**src/rtl/seg_bus_decoder_pkg.sv**
```systemverilog
// Shared constants for the seven-segment bus monitor: output codes, glyph table,
// and segment bit positions within one digit field.
package seg_pkg;
  localparam logic [4:0] CODE_BLANK = 5'd16;
  localparam logic [4:0] CODE_DASH  = 5'd17;
  localparam logic [4:0] CODE_BAD   = 5'd31;

  localparam int SEG_A  = 0;
  localparam int SEG_B  = 1;
  localparam int SEG_C  = 2;
  localparam int SEG_D  = 3;
  localparam int SEG_E  = 4;
  localparam int SEG_F  = 5;
  localparam int SEG_G  = 6;
  localparam int SEG_DP = 7;

  // bits g..a, active-low, indexed by hex value
  localparam logic [6:0] GLYPH [16] = '{
    7'h40, 7'h79, 7'h24, 7'h30, 7'h19, 7'h12, 7'h02, 7'h78,
    7'h00, 7'h10, 7'h08, 7'h03, 7'h46, 7'h21, 7'h06, 7'h0E
  };

  typedef enum logic [1:0] {S_WAIT, S_SCAN, S_DONE} state_t;
endpackage

```
**src/rtl/seg_bus_decoder_if.sv**
```systemverilog
// Segment bus plus decoded readout; master drives the displays, slave is the monitor.
interface seg_bus_if #(parameter int NUM_DIGITS = 6);
  logic [8*NUM_DIGITS-1:0] HEX;
  logic [5*NUM_DIGITS-1:0] DIGITS;
  logic [NUM_DIGITS-1:0]   DP;
  logic                    VALID;
  logic                    ERR;
  logic                    BUSY;

  modport master (output HEX, input DIGITS, DP, VALID, ERR, BUSY);
  modport slave  (input HEX, output DIGITS, DP, VALID, ERR, BUSY);
endinterface

```
**src/rtl/seg_bus_decoder_glyph_decode.sv**
```systemverilog
// Combinational decode of one active-low digit field into a character code and dp flag.
module seg_glyph_decode
  import seg_pkg::*;
(
  input  logic [7:0] pat,
  output logic [4:0] code,
  output logic       dp
);
  logic [6:0] seg7;

  assign seg7 = {pat[SEG_G], pat[SEG_F], pat[SEG_E], pat[SEG_D],
                 pat[SEG_C], pat[SEG_B], pat[SEG_A]};

  always_comb begin
    code = CODE_BAD;
    for (int i = 0; i < 16; i++)
      if (seg7 == GLYPH[i]) code = 5'(i);
    if (seg7 == 7'h7F) code = CODE_BLANK;
    if (seg7 == 7'h3F) code = CODE_DASH;
    dp = ~pat[SEG_DP];
  end
endmodule

```
**src/rtl/seg_bus_decoder.sv**
```systemverilog
// Seven-segment bus monitor: synchronises the bus, waits for a stable pattern,
// then scans one digit per cycle through a shared decoder and publishes the result.
module seg_bus_decoder
  import seg_pkg::*;
#(
  parameter int NUM_DIGITS    = 6,
  parameter int STABLE_CYCLES = 16
) (
  input  logic     CLOCK_50,
  input  logic     RESET_N,
  seg_bus_if.slave bus
);
  localparam int CW = $clog2(STABLE_CYCLES) + 1;
  localparam int IW = (NUM_DIGITS > 1) ? $clog2(NUM_DIGITS) : 1;
  localparam logic [CW-1:0] CNT_MAX  = CW'(STABLE_CYCLES - 1);
  localparam logic [IW-1:0] IDX_LAST = IW'(NUM_DIGITS - 1);

  logic [NUM_DIGITS-1:0][7:0] sync1, sync2, snap, last;
  logic [CW-1:0]              cnt;
  logic                       first;
  state_t                     state, state_nxt;
  logic [IW-1:0]              idx, idx_nxt;
  logic [NUM_DIGITS-1:0][4:0] shadow, digits;
  logic [NUM_DIGITS-1:0]      shadow_dp, dp;
  logic                       valid, err;
  logic                       change, scan_en, load_out, bad_any;
  logic [4:0]                 code;
  logic                       gdp;

  assign change = (sync2 != snap);

  seg_glyph_decode u_dec (.pat(snap[idx]), .code(code), .dp(gdp));

  always_comb begin
    bad_any = 1'b0;
    for (int i = 0; i < NUM_DIGITS; i++)
      if (shadow[i] == CODE_BAD) bad_any = 1'b1;
  end

  // A snapshot change overrides every state, including a pending DONE.
  always_comb begin
    state_nxt = state;
    idx_nxt   = idx;
    scan_en   = 1'b0;
    load_out  = 1'b0;
    if (change) begin
      state_nxt = S_WAIT;
    end else begin
      case (state)
        S_WAIT: if (cnt == CNT_MAX && (snap != last || first)) begin
          state_nxt = S_SCAN;
          idx_nxt   = '0;
        end
        S_SCAN: begin
          scan_en = 1'b1;
          if (idx == IDX_LAST) state_nxt = S_DONE;
          else                 idx_nxt   = idx + IW'(1);
        end
        S_DONE: begin
          load_out  = 1'b1;
          state_nxt = S_WAIT;
        end
        default: state_nxt = S_WAIT;
      endcase
    end
  end

  always_ff @(posedge CLOCK_50) begin
    if (!RESET_N) begin
      sync1     <= '1;
      sync2     <= '1;
      snap      <= '1;
      last      <= '1;
      cnt       <= '0;
      first     <= 1'b1;
      state     <= S_WAIT;
      idx       <= '0;
      shadow    <= '0;
      shadow_dp <= '0;
      digits    <= '0;
      dp        <= '0;
      valid     <= 1'b0;
      err       <= 1'b0;
    end else begin
      sync1 <= bus.HEX;
      sync2 <= sync1;
      state <= state_nxt;
      idx   <= idx_nxt;
      valid <= load_out;
      if (change) begin
        snap <= sync2;
        cnt  <= '0;
      end else if (cnt != CNT_MAX) begin
        cnt <= cnt + CW'(1);
      end
      if (scan_en) begin
        shadow[idx]    <= code;
        shadow_dp[idx] <= gdp;
      end
      if (load_out) begin
        digits <= shadow;
        dp     <= shadow_dp;
        err    <= bad_any;
        last   <= snap;
        first  <= 1'b0;
      end
    end
  end

  assign bus.DIGITS = digits;
  assign bus.DP     = dp;
  assign bus.VALID  = valid;
  assign bus.ERR    = err;
  assign bus.BUSY   = (state == S_SCAN);
endmodule

```
**src/flat_wrapper.sv**
```systemverilog
// flat-port wrapper written by rule: the top's interface ports become plain ports
module seg_bus_decoder_flat import seg_pkg::*;
#(
  parameter int NUM_DIGITS    = 6,
  parameter int STABLE_CYCLES = 16
)
  (CLOCK_50, RESET_N, bus_HEX, bus_DIGITS, bus_DP, bus_VALID, bus_ERR, bus_BUSY);
  seg_bus_if #(.NUM_DIGITS(NUM_DIGITS)) bus_i ();
  input  logic CLOCK_50;
  input  logic RESET_N;
  input wire logic [$bits(bus_i.HEX)-1:0] bus_HEX;
  output wire logic [$bits(bus_i.DIGITS)-1:0] bus_DIGITS;
  output wire logic [$bits(bus_i.DP)-1:0] bus_DP;
  output wire logic [$bits(bus_i.VALID)-1:0] bus_VALID;
  output wire logic [$bits(bus_i.ERR)-1:0] bus_ERR;
  output wire logic [$bits(bus_i.BUSY)-1:0] bus_BUSY;
  assign bus_i.HEX = bus_HEX;
  assign bus_DIGITS = bus_i.DIGITS;
  assign bus_DP = bus_i.DP;
  assign bus_VALID = bus_i.VALID;
  assign bus_ERR = bus_i.ERR;
  assign bus_BUSY = bus_i.BUSY;
  seg_bus_decoder #(.NUM_DIGITS(NUM_DIGITS), .STABLE_CYCLES(STABLE_CYCLES)) u_core (.CLOCK_50(CLOCK_50), .RESET_N(RESET_N), .bus(bus_i));
endmodule
```
**config.mk**
```make
export PLATFORM = sky130hd
export DESIGN_NAME = seg_bus_decoder_flat
export DESIGN_NICKNAME = d
export VERILOG_FILES = /design/src/rtl/seg_bus_decoder_pkg.sv /design/src/rtl/seg_bus_decoder_if.sv /design/src/rtl/seg_bus_decoder_glyph_decode.sv /design/src/rtl/seg_bus_decoder.sv /design/src/flat_wrapper.sv
export SDC_FILE = /design/constraint.sdc
export NUM_CORES = 1
export LEC_CHECK = 0
export CAP_MARGIN = 10
export CELL_PAD_IN_SITES_DETAIL_PLACEMENT = 0
export CELL_PAD_IN_SITES_GLOBAL_PLACEMENT = 1
export CORE_MARGIN = 4
export CORE_UTILIZATION = 40
export DETAILED_ROUTE_END_ITERATION = 8
export GPL_TIMING_DRIVEN = 0
export PLACE_DENSITY_LB_ADDON = 0.1
export SLEW_MARGIN = 25
export SYNTH_ARGS = -nofsm -noshare
export SYNTH_HDL_FRONTEND = slang
export SYNTH_SLANG_ARGS = --single-unit
export TNS_END_PERCENT = 10
```
**constraint.sdc**
```tcl
create_clock -name CLOCK_50 -period 2.9 [get_ports CLOCK_50]
set_clock_uncertainty 0.05 [all_clocks]
set_input_delay 0.87 -clock CLOCK_50 [delete_from_list [all_inputs] [get_ports CLOCK_50]]
set_output_delay 0.87 -clock CLOCK_50 [all_outputs]
set_load 0.005 [all_outputs]
```
# After elaboration in Yosys (flattened, before gate mapping)
# Cells that the tools add are included.
[word_totals]
out_inout_bits = 39
register_bits = 277
in_bits = 50
wordCells = 135
[op_classes]
magnitude_cmp = 2
bitwise = 3
n_reduce_logical = 9
addsub = 2
muxes = 42
n_eq_ne = 33
[op_table]
columns = ["operator", "count"]
rows = [
  ["!= test 48 bit", 2],
  ["2-to-1 mux 5 bit", 19],
  ["== test 7 bit, second input constant", 5],
  ["bitwise mux 30 bit", 1],
  ["== test 5 bit, second input constant", 6],
  ["== test 7 x 6 -> 1 bit, second input constant", 4],
  ["binary-select mux 8 bit (select 3 bit)", 1],
  ["== test 7 x 5 -> 1 bit, second input constant", 3],
  ["demux 5 bit (select 3 bit)", 1],
  ["== test 7 x 2 -> 1 bit, second input constant", 2],
  ["== test 7 x 4 -> 1 bit, second input constant", 2],
  ["2-to-1 mux 1 bit", 11],
  ["2-to-1 mux 8 bit", 1],
  ["== test 7 x 3 -> 1 bit, second input constant", 1],
  ["zero test 7 bit", 1],
  ["bitwise mux 6 bit", 1],
  ["2-to-1 mux 3 bit", 2],
  ["case mux 3 bit (2 select lines)", 1],
  ["adder 5 x 1 -> 5 bit, second input constant", 1],
  ["== test 5 x 4 -> 1 bit, second input constant", 1],
  ["!= test 5 x 4 -> 1 bit, second input constant", 1],
  ["< comparator 3 x 4 -> 1 bit, second input constant", 1],
  ["2-to-1 mux 2 bit", 2],
  ["!= test 2 x 1 -> 1 bit, second input constant", 2],
  ["other kinds (16)", 19],
]

# Longest topological paths before layout
# Gate-level depths: netlist of the first run.
[logic_depth]
ltp_word = 22
mapped_depth = 12
depth_no_buf = 8

# Cells and area by module
# From an unflattened synthesis of the first run, not the netlist that was laid out.
[unflattened]
cells_unflattened = 1033
hier_area_um2 = 11081.9
[by_module_without_submodules]
columns = ["mod", "n_inst", "seq_area_each_um2", "cells_each", "area_each_um2"]
rows = [
  ["seg_bus_decoder", 1, 5545.3, 982, 10727.8],
  ["seg_glyph_decode", 1, 0.0, 51, 354.1],
]

# Worst setup path before layout of the first run
# No wires, ideal clock.
[synth_path]
kind = "register -> register"
startpoint = "reg u_core.idx[0]"
endpoint = "reg u_core.shadow[19] (netlist bit)"
synth_period_minus_slack_ps = 2782
path_stages_with_launch = 10
setup_time_ps = 85
arrival_ps = 2647
n_path_buf = 2
slack_ps = 118
t_required_ps = 2765
path_cell_list = "dfxtp_1 buf_6 mux2_4 a222oi_1 nor2_2 nand3_2 o221ai_2 or4_1 buf_2 o31ai_2"
[synth_between]
elab_chain_cells = 22
word_cells_on_any_way = 44
classes_between = "order compare (2); eq/ne (17); mux (23); reduce/logical (2)"
[synth_rtl]
columns = ["item", "line", "rtl"]
rows = [
  ["start: declaration", "seg_bus_decoder.sv:22", "logic [IW-1:0] idx, idx_nxt;"],
  ["start signal: assignment", "seg_bus_decoder.sv:88", "idx <= idx_nxt;"],
  ["binary-select mux 8 bit (select 3 bit)", "seg_bus_decoder.sv:32", "seg_glyph_decode u_dec (.pat(snap[idx]), .code(code), .dp(gdp));"],
  ["2-to-1 mux 8 bit (not written as such)", "seg_bus_decoder.sv:32", ""],
  ["== test 7 bit", "seg_bus_decoder_glyph_decode.sv:17", "if (seg7 == GLYPH[i]) code = 5'(i);"],
  ["2-to-1 mux 5 bit (16 in series)", "seg_bus_decoder_glyph_decode.sv:17", ""],
  ["2-to-1 mux 5 bit", "seg_bus_decoder_glyph_decode.sv:18", "if (seg7 == 7'h7F) code = CODE_BLANK;"],
  ["2-to-1 mux 5 bit", "seg_bus_decoder_glyph_decode.sv:19", "if (seg7 == 7'h3F) code = CODE_DASH;"],
  ["bitwise mux 30 bit *", "seg_bus_decoder.sv:97", "shadow[idx] <= code;"],
  ["end signal: indexed assignment", "seg_bus_decoder.sv:97", ""],
  ["end: declaration", "seg_bus_decoder.sv:23", "logic [NUM_DIGITS-1:0][4:0] shadow, digits;"],
]
# Every way passes the cells marked *; elsewhere a longest branch is shown, timed or not. The select of a mux whose other input is x is not followed.
# A chain may end at the register's enable or synchronous reset.

# Worst setup path after layout of the first run
# Same ends and word-level chain as after synthesis.

==> flow_summary.yaml, run 1 <==
setup_path:
  max_stage_delay_ps: 490
  cp_max_fo: 7
  r2r_slack_ps: 80
  critPathKind: "reg -> reg"
  worstSetupStartpointType: "flip-flop"
  critical_path_arrival_ps: 3240
  crit_slowest_cell: "or4_1"
  cp-end-kind: "flip-flop"
  path_common_cell: "buf_4"
  path_cells: "buf_8, buf_4, mux2_4, a222oi_1, buf_4, buf_4, xnor2_1, nor3b_2, or4_1, buf_6, o31ai_2"
  cp.required_ps: 3320
layout:
  num-fill-cells: 2536
  final_common_cell: "dfxtp_1"
  final_core_util_pct: 50.8
  drive_gt1_share_pct: 10.2
  antennaDiodeCount: 0
  area_growth_syn_to_layout_pct: 24.6
  multi_input_area_sq_um: 4910
  seq_area_sq_um: 5550
  final_nets: 1331
  final_cell_mix: "dfxtp_1 (274), nand2_1 (197), nand2b_1 (147), clkdlybuf4s50_1 (87), nand3_1 (85)"
global_routing:
  antenna_found_initial: 0
  first_global_vias: 7474
  grt_max_degree: 16
  grt_first_pass_wirelength_um: 43100
  grtUsageTotal_pct: 19.0
  overflow: 0
logic_synthesis:
  synthAdderAreaFrac_pct: 0.471
  syn-cell-area_sq_um: 10600
  synthesis.nets: 1191
  async_flop_share_pct: 0
  synthDominantCellAreaShare_pct: 52.2
  ys_warn_count: 0
  synth_simple_gate_area_share_pct: 26.3
  synth_top_family_by_area: "simple AND/OR/NAND/NOR gates"
  syn_area_per_cell_sq_um: 9.34
  synth-compound-area-share_pct: 6.84
  ys_top_cells_by_area: "dfxtp_1 (52%), nand2b_1 (8.7%), nand2_1 (7.0%)"
  synth_seq_cells: 277
  yosysUniqueCellTypes: 54
  muxShareOfSynthArea_pct: 3.09
  synth-seq-area-share_pct: 52.2
  synth_xor_area_share_pct: 8.08
  synth_edf_count: 0
  synth_largest_area_cell: "dfxtp_1"
  synth_cells: 1137
  ys.flop_type: "dfxtp_1"
placement:
  port_buffers: 87
  dpl.hpwl_um: 20900
  gp_congestion: 0.885
die:
  core-area_sq_um: 26100
  num_io_pins: 89
  die_h_um: 171
  num_rows: 59
  initial_core_util_pct: 40.8
  fp.dieW_um: 171
  die-area_sq_um: 29200
pwr:
  p_seq_share_pct: 49.8
  peakVddDrop_mv: 0.504
  p_int_uw: 6150
  power_uw: 7910
  switchingPower_uw: 1760
  p_leak_uw: 0.00503
  combPwrFrac_pct: 4.8
  p_clk_share_pct: 45.4
  power.density_nw_per_um2: 598
  switching_share_pct: 22.3
clock_tree:
  cts_tree: "done"
  path_clk_slew_ps: 60
  root_buffer: "clkbuf_16"
  cts_buffers: 29
  clk_path_buf_depth: 3
  tritoncts_num_sinks: 277
  cts_hold_buf: 0
  cts_max_level: 1
  clock_latency_ps: 560
drt:
  wirelength_um: 28000
  drc: 0
  post_drt_wl_per_cell_um: 17.1
  via_count: 7852
  avgViaCountPerCell: 4.81
  drt_iter0_drc: 435
  ant_nets: 0
  dr.pass1.iters: 5
sta:
  rsz0062_at_grt: "true"
  fin_crit_sh_pct: 97.2
  worst_pin_slew_ps: 805
  min_period_ps: 2820
  setup_violations: 0
  final_hold_viol_count: 0
  relSlewSlack_pct: 46.3
  fmax_mhz: 355
  maxSlewViolCount: 0
flow_run:
  drv_cap: 0
run_status:
  outcome: "finished clean"
hold_path:
  worstHoldPathType: "reg -> reg"
## sequential cells by signal, summed over array words and instances (netlist names), 6 cells and up
name	count
u_core.last	48
u_core.snap	48
u_core.sync1	48
u_core.sync2	48
u_core.bus.DIGITS	30
u_core.shadow	30
u_core.bus.DP	6
u_core.shadow_dp	6
## metal layers
metal	global-route usage (%)	wire length, um	vias up
met5	0	0	-
met4	6.99	1090	0
met3	2.75	1030	48
met2	33.5	13700	160
met1	23.5	12200	3591
li1	-	-	4053
## stage by stage
step           setup TNS [ps]  worst slack (ps)  area, sq um  std cells  hold slack [ps]
3_5_place_dp           -70410             -1030        11900       1559              341
4_1_cts                  -174             -47.1        13000       1617              354
3_3_place_gp           -71780             -1040        11900       1559              341
2_1_floorplan               0               118        10600       1137              336
6_report                    0              80.1        13200       1634              353
5_1_grt                 -90.0             -28.2        13200       1634              365
## kinds of logic (layout without fill, tap and decap cells)
logic type	count (synthesis)	count (layout)
muxes	30	30
xor gates and xnor gates	98	98
AOI/OAI and AO/OA	104	104
buffers and inverters	78	240
DFF	277	277
and+or+nand+nor	546	546
adders and majority gates	4	4
## worst paths after layout
kind	startpoint	endpoint	cells past startpoint
max	u_core.idx[0]$_SDFFE_PN0P_	u_core.shadow[19]$_SDFFE_PN0P_	11
min	u_core.sync1[7]$_SDFF_PN1_	u_core.sync2[7]$_SDFF_PN1_	1
max reg2reg	u_core.idx[0]$_SDFFE_PN0P_	u_core.shadow[19]$_SDFFE_PN0P_	11
min reg2reg	u_core.sync1[7]$_SDFF_PN1_	u_core.sync2[7]$_SDFF_PN1_	1
## cells in the mapped netlist, drive strengths merged, types with 2 or more instances
library cell / n
and2: 4
o22ai: 4
a21boi: 41
nand3b: 3
ha: 4
nor3: 6
inv: 13
and3b: 2
nor2b: 14
nor3b: 4
nand2b: 147
nand2: 198
nand3: 86
a21oi: 6
o211ai: 2
xor2: 53
or3: 6
and3: 6
buf: 11
o21ai: 30
a31oi: 5
o31ai: 3
nor4: 17
nand4b: 5
or4: 5
xnor2: 45
clkbuf: 54
mux2: 9
a22o: 2
or2: 2
mux2i: 20
a222oi: 2
dfxtp: 277
nor2: 22
nand4: 19
## power by group through the flow
stage | Combinational (uW) | Sequential (uW) | Clock, uW
after floorplan | 209 | 4000 | 0
after global placement | 361 | 4020 | 0
after detailed placement | 362 | 4020 | 0
after CTS | 379 | 3940 | 3680
after global routing | 414 | 3950 | 3830
final | 382 | 3940 | 3590
## worst max-delay path, delay by kind of cell, from the launching register on
| kind | cells | cell delay (ps) |
|---|---|---|
| AOI/OAI and AO/OA | 2 | 550 |
| xor gates and xnor gates | 1 | 130 |
| and+or+nand+nor | 2 | 590 |
| DFF | 1 | 350 |
| muxes | 1 | 290 |
| buffers and inverters | 5 | 760 |
## final cells by class
| type | count | area share, % |
|---|---|---|
| well taps | 335 | 3.17 |
| inverters | 13 | 0.369 |
| clock buffers | 44 | 6.59 |
| multi-input cells | 782 | 37.1 |
| repair buffers | 110 | 7.91 |
| clock inverters | 9 | 0.473 |
| flip-flops and latches | 277 | 42.0 |
| plain buffers | 64 | 2.46 |
## what timing repair did
action,CTS,global route
endpoints found under the setup margin,126,107
hold endpoints to repair,0,0
pin swaps,5,8
gates cloned,0,0
resized for setup,26,47
buffers inserted,6,17
Note: power is estimated with default switching activity, not from simulation.
==> inputs of run 2 (changes only) <==
--- a/config.mk
+++ b/config.mk
@@ -5,11 +5,13 @@
 export SDC_FILE = /design/constraint.sdc
 export NUM_CORES = 1
 export LEC_CHECK = 0
+export ABC_AREA = 1
 export CAP_MARGIN = 10
 export CELL_PAD_IN_SITES_DETAIL_PLACEMENT = 0
 export CELL_PAD_IN_SITES_GLOBAL_PLACEMENT = 1
 export CORE_MARGIN = 4
-export CORE_UTILIZATION = 40
+export CORE_UTILIZATION = 39
+export CTS_CLUSTER_DIAMETER = 80
 export DETAILED_ROUTE_END_ITERATION = 8
 export GPL_TIMING_DRIVEN = 0
 export PLACE_DENSITY_LB_ADDON = 0.1
==> run 2 against run 1 <==
Effect of this change: worst hold slack improved by 2.8 ps; non-clock buffer count decreased by 29; die area increased by 5.6%; global-route usage increased by 0.45 points; sequential power about the same; synthesized cell count increased by 21%; clock power increased by 7.0%; final cell count increased by 16%; critical path type unchanged; highest routed layer unchanged.
==> flow_summary.yaml, run 2 <==
global_routing:
  grtUsageTotal_pct: 19.4
  grt_util_met3_pct: 2.78
  first_global_vias: 8643
  busiest_layer: "met2"
  antenna_found_initial: 0
  use_met1_pct: 26.3
  grt_util_met2_pct: 32.8
  overflow: 0
  grt_first_pass_wirelength_um: 47400
  grt_max_degree: 16
layout:
  final_cell_mix: "nand2_1 (385), dfxtp_1 (276), inv_1 (124), or2_2 (124), clkdlybuf4s50_1 (87)"
  final_area_sq_um: 13300
  final_common_cell: "nand2_1"
  area_growth_syn_to_layout_pct: 21.8
  antennaDiodeCount: 0
  final_nets: 1553
  drive_gt1_share_pct: 15.6
setup_path:
  cp_max_fo: 10
  cp-end-kind: "flip-flop"
  worstSetupStartpointType: "flip-flop"
  critPathKind: "reg -> reg"
  crit-reg2reg-launch: "u_core.snap[14]$_SDFFE_PN1P_"
  r2r_end: "u_core.last[20]$_SDFFE_PN1P_"
  cp.required_ps: 3240
  r2r_slack_ps: 210
  worstRegToRegCells: 13
  critical_path_arrival_ps: 3040
logic_synthesis:
  ys_warn_count: 0
  yosysMostFrequentCell: "nand2_1"
  syn_area_per_cell_sq_um: 7.95
  synth_edf_count: 0
  ys.flop_type: "dfxtp_1"
  synth_commonest_cells: "nand2_1 (385), dfxtp_1 (277), inv_1 (124), or2_2 (124), nor2_1 (73)"
  synth_cells: 1379
  ys_top_cells_by_area: "dfxtp_1 (51%), nand2_1 (13%), or2_2 (7.1%)"
  async_flop_share_pct: 0
  synth_seq_cells: 277
  yosysUniqueCellTypes: 34
  synthesis.nets: 1433
  syn-cell-area_sq_um: 11000
  synth_largest_area_cell: "dfxtp_1"
  synthDominantCellAreaShare_pct: 50.6
  synth-seq-area-share_pct: 50.6
drt:
  via_count: 8999
  drt_iter0_drc: 545
  ant_nets: 0
  drc: 0
  avgViaCountPerCell: 4.73
  dr.pass1.iters: 5
  post_drt_wl_per_cell_um: 15.9
  wirelength_um: 30200
pwr:
  p_leak_uw: 0.00598
  p_seq_share_pct: 48.2
  switchingPower_uw: 1800
  combPwrFrac_pct: 4.6
  peakVddDrop_mv: 0.401
  p_int_uw: 6350
  power.density_nw_per_um2: 611
  p_clk_share_pct: 47.1
  switching_share_pct: 22.1
die:
  num_io_pins: 89
  die-area_sq_um: 30900
  core-area_sq_um: 27800
  initial_core_util_pct: 39.5
  fp.dieW_um: 176
  num_rows: 61
  die_h_um: 176
hold_path:
  hold_start: "u_core.sync1[41]$_SDFF_PN1_"
  min_delay_path_depth: 1
  hold_end: "u_core.sync2[41]$_SDFF_PN1_"
  worstHoldPathType: "reg -> reg"
placement:
  placedInstanceArea_sq_um: 12300
  port_buffers: 87
  gp_congestion: 0.871
  dpl.hpwl_um: 23200
clock_tree:
  cts_tree: "done"
  clock_latency_ps: 560
  cts_buffers: 30
  cts_max_level: 1
  tritoncts_num_sinks: 277
  path_clk_slew_ps: 60
  clk_path_buf_depth: 3
  cts_hold_buf: 0
  root_buffer: "clkbuf_16"
sta:
  rsz0062_at_grt: "false"
  relSlewSlack_pct: 52.0
  setup_violations: 0
  maxSlewViolCount: 0
  worst_pin_slew_ps: 721
  fmax_mhz: 371
  fin_crit_sh_pct: 92.8
  tns_ps: 0
  final_hold_viol_count: 0
  min_period_ps: 2690
flow_run:
  drv_cap: 0
run_status:
  outcome: "finished clean"
## run 2: changes by cell type after synthesis, sizes merged, moves of 22 or more
cell,before,now
nand2,198,390
nand2b,147,1
or2,2,124
inv,13,134
a21oi,6,72
nor2,22,87
nand3,86,38
a21boi,41,0
o211ai,2,43
xor2,53,19
clkbuf,54,30
nand4,19,42
xnor2,45,23
## run 2: timing repair
action	CTS	global route
cloned	0	0
endpoints found under the setup margin	1	72
buffers inserted	1	0
gates resized for setup	2	3
pin swaps	1	0
## run 2: layout make-up
type	count	area [sq um]
inverter	134	508
clock buffer	39	835
buffer	57	312
clock inverter	17	180
multi-input combinational	911	4620
sequential	277	5550
timing repair buffer	88	878
tap	378	473
fill	2791	14400
## run 2: how the worst max path moves through the flow
stage	slack (ps)	from	endpoint
floorplan	1000	u_core.idx[0]$_SDFFE_PN0P_	u_core.shadow[24]$_SDFFE_PN0P_
global placement	60	u_core.snap[7]$_SDFFE_PN1P_	u_core.bus.DP[2]$_SDFFE_PN0P_
detailed placement	60	u_core.snap[7]$_SDFFE_PN1P_	u_core.bus.DP[2]$_SDFFE_PN0P_
CTS	30	u_core.snap[7]$_SDFFE_PN1P_	u_core.last[20]$_SDFFE_PN1P_
global route	20	u_core.snap[14]$_SDFFE_PN1P_	u_core.last[20]$_SDFFE_PN1P_
finish	210	u_core.snap[14]$_SDFFE_PN1P_	u_core.last[20]$_SDFFE_PN1P_
## run 2: per-layer routing
metal  part of all wire [%]  up-vias
met5                      0        -
li1                       -     4636
met2                     46      235
met3                    5.7       49
met1                     46     4079
met4                    2.4        0
## run 2: stage by stage
step	instances	power (uW)	setup WS (ps)	utilization, %	hold WS [ps]
6_report	1901	8150	208	48.0	356
5_1_grt	1901	8470	17.2	48.0	366
4_1_cts	1901	8250	26.1	48.0	357
2_1_floorplan	1379	4220	998	-	343
3_5_place_dp	1844	4400	63.9	44.3	347
3_3_place_gp	1844	4400	63.9	44.3	345
## run 2: cells by family after synthesis
| group | after synthesis | synth area share (%) |
|---|---|---|
| buf+inv | 191 | 7.47 |
| flops | 277 | 50.6 |
| xor+xnor | 42 | 3.35 |
| fa+ha+maj | 4 | 0.456 |
| compound gates | 160 | 8.62 |
| simple gates | 705 | 29.5 |
## run 2: power groups by stage
stage | sequential, uW | clock (uW) | combinational [uW]
6_report | 3930 | 3840 | 378
4_1_cts | 3930 | 3940 | 383
5_1_grt | 3940 | 4110 | 419
2_1_floorplan | 4000 | 0 | 221
3_5_place_dp | 4020 | 0 | 381
3_3_place_gp | 4020 | 0 | 379
## run 2: critical path: stages (launching register included)
cell and delay, ps:
dfxtp_1 480, inv_2 90, nand2_1 70, nand4_1 150, nor3_2 210, nand4_1 230
nor2_4 240, nand2_2 150, inv_2 100, nand3_1 80, buf_2 230, buf_2 250
nand2_1 100, o211ai_1 100
==> inputs of run 3 (changes only) <==
--- a/config.mk
+++ b/config.mk
@@ -15,7 +15,6 @@
 export DETAILED_ROUTE_END_ITERATION = 8
 export GPL_TIMING_DRIVEN = 0
 export PLACE_DENSITY_LB_ADDON = 0.1
-export SLEW_MARGIN = 25
 export SYNTH_ARGS = -nofsm -noshare
 export SYNTH_HDL_FRONTEND = slang
 export SYNTH_SLANG_ARGS = --single-unit
==> results of run 3 <==
No change in the layout: final DEF, timing and power equal those of run 2.
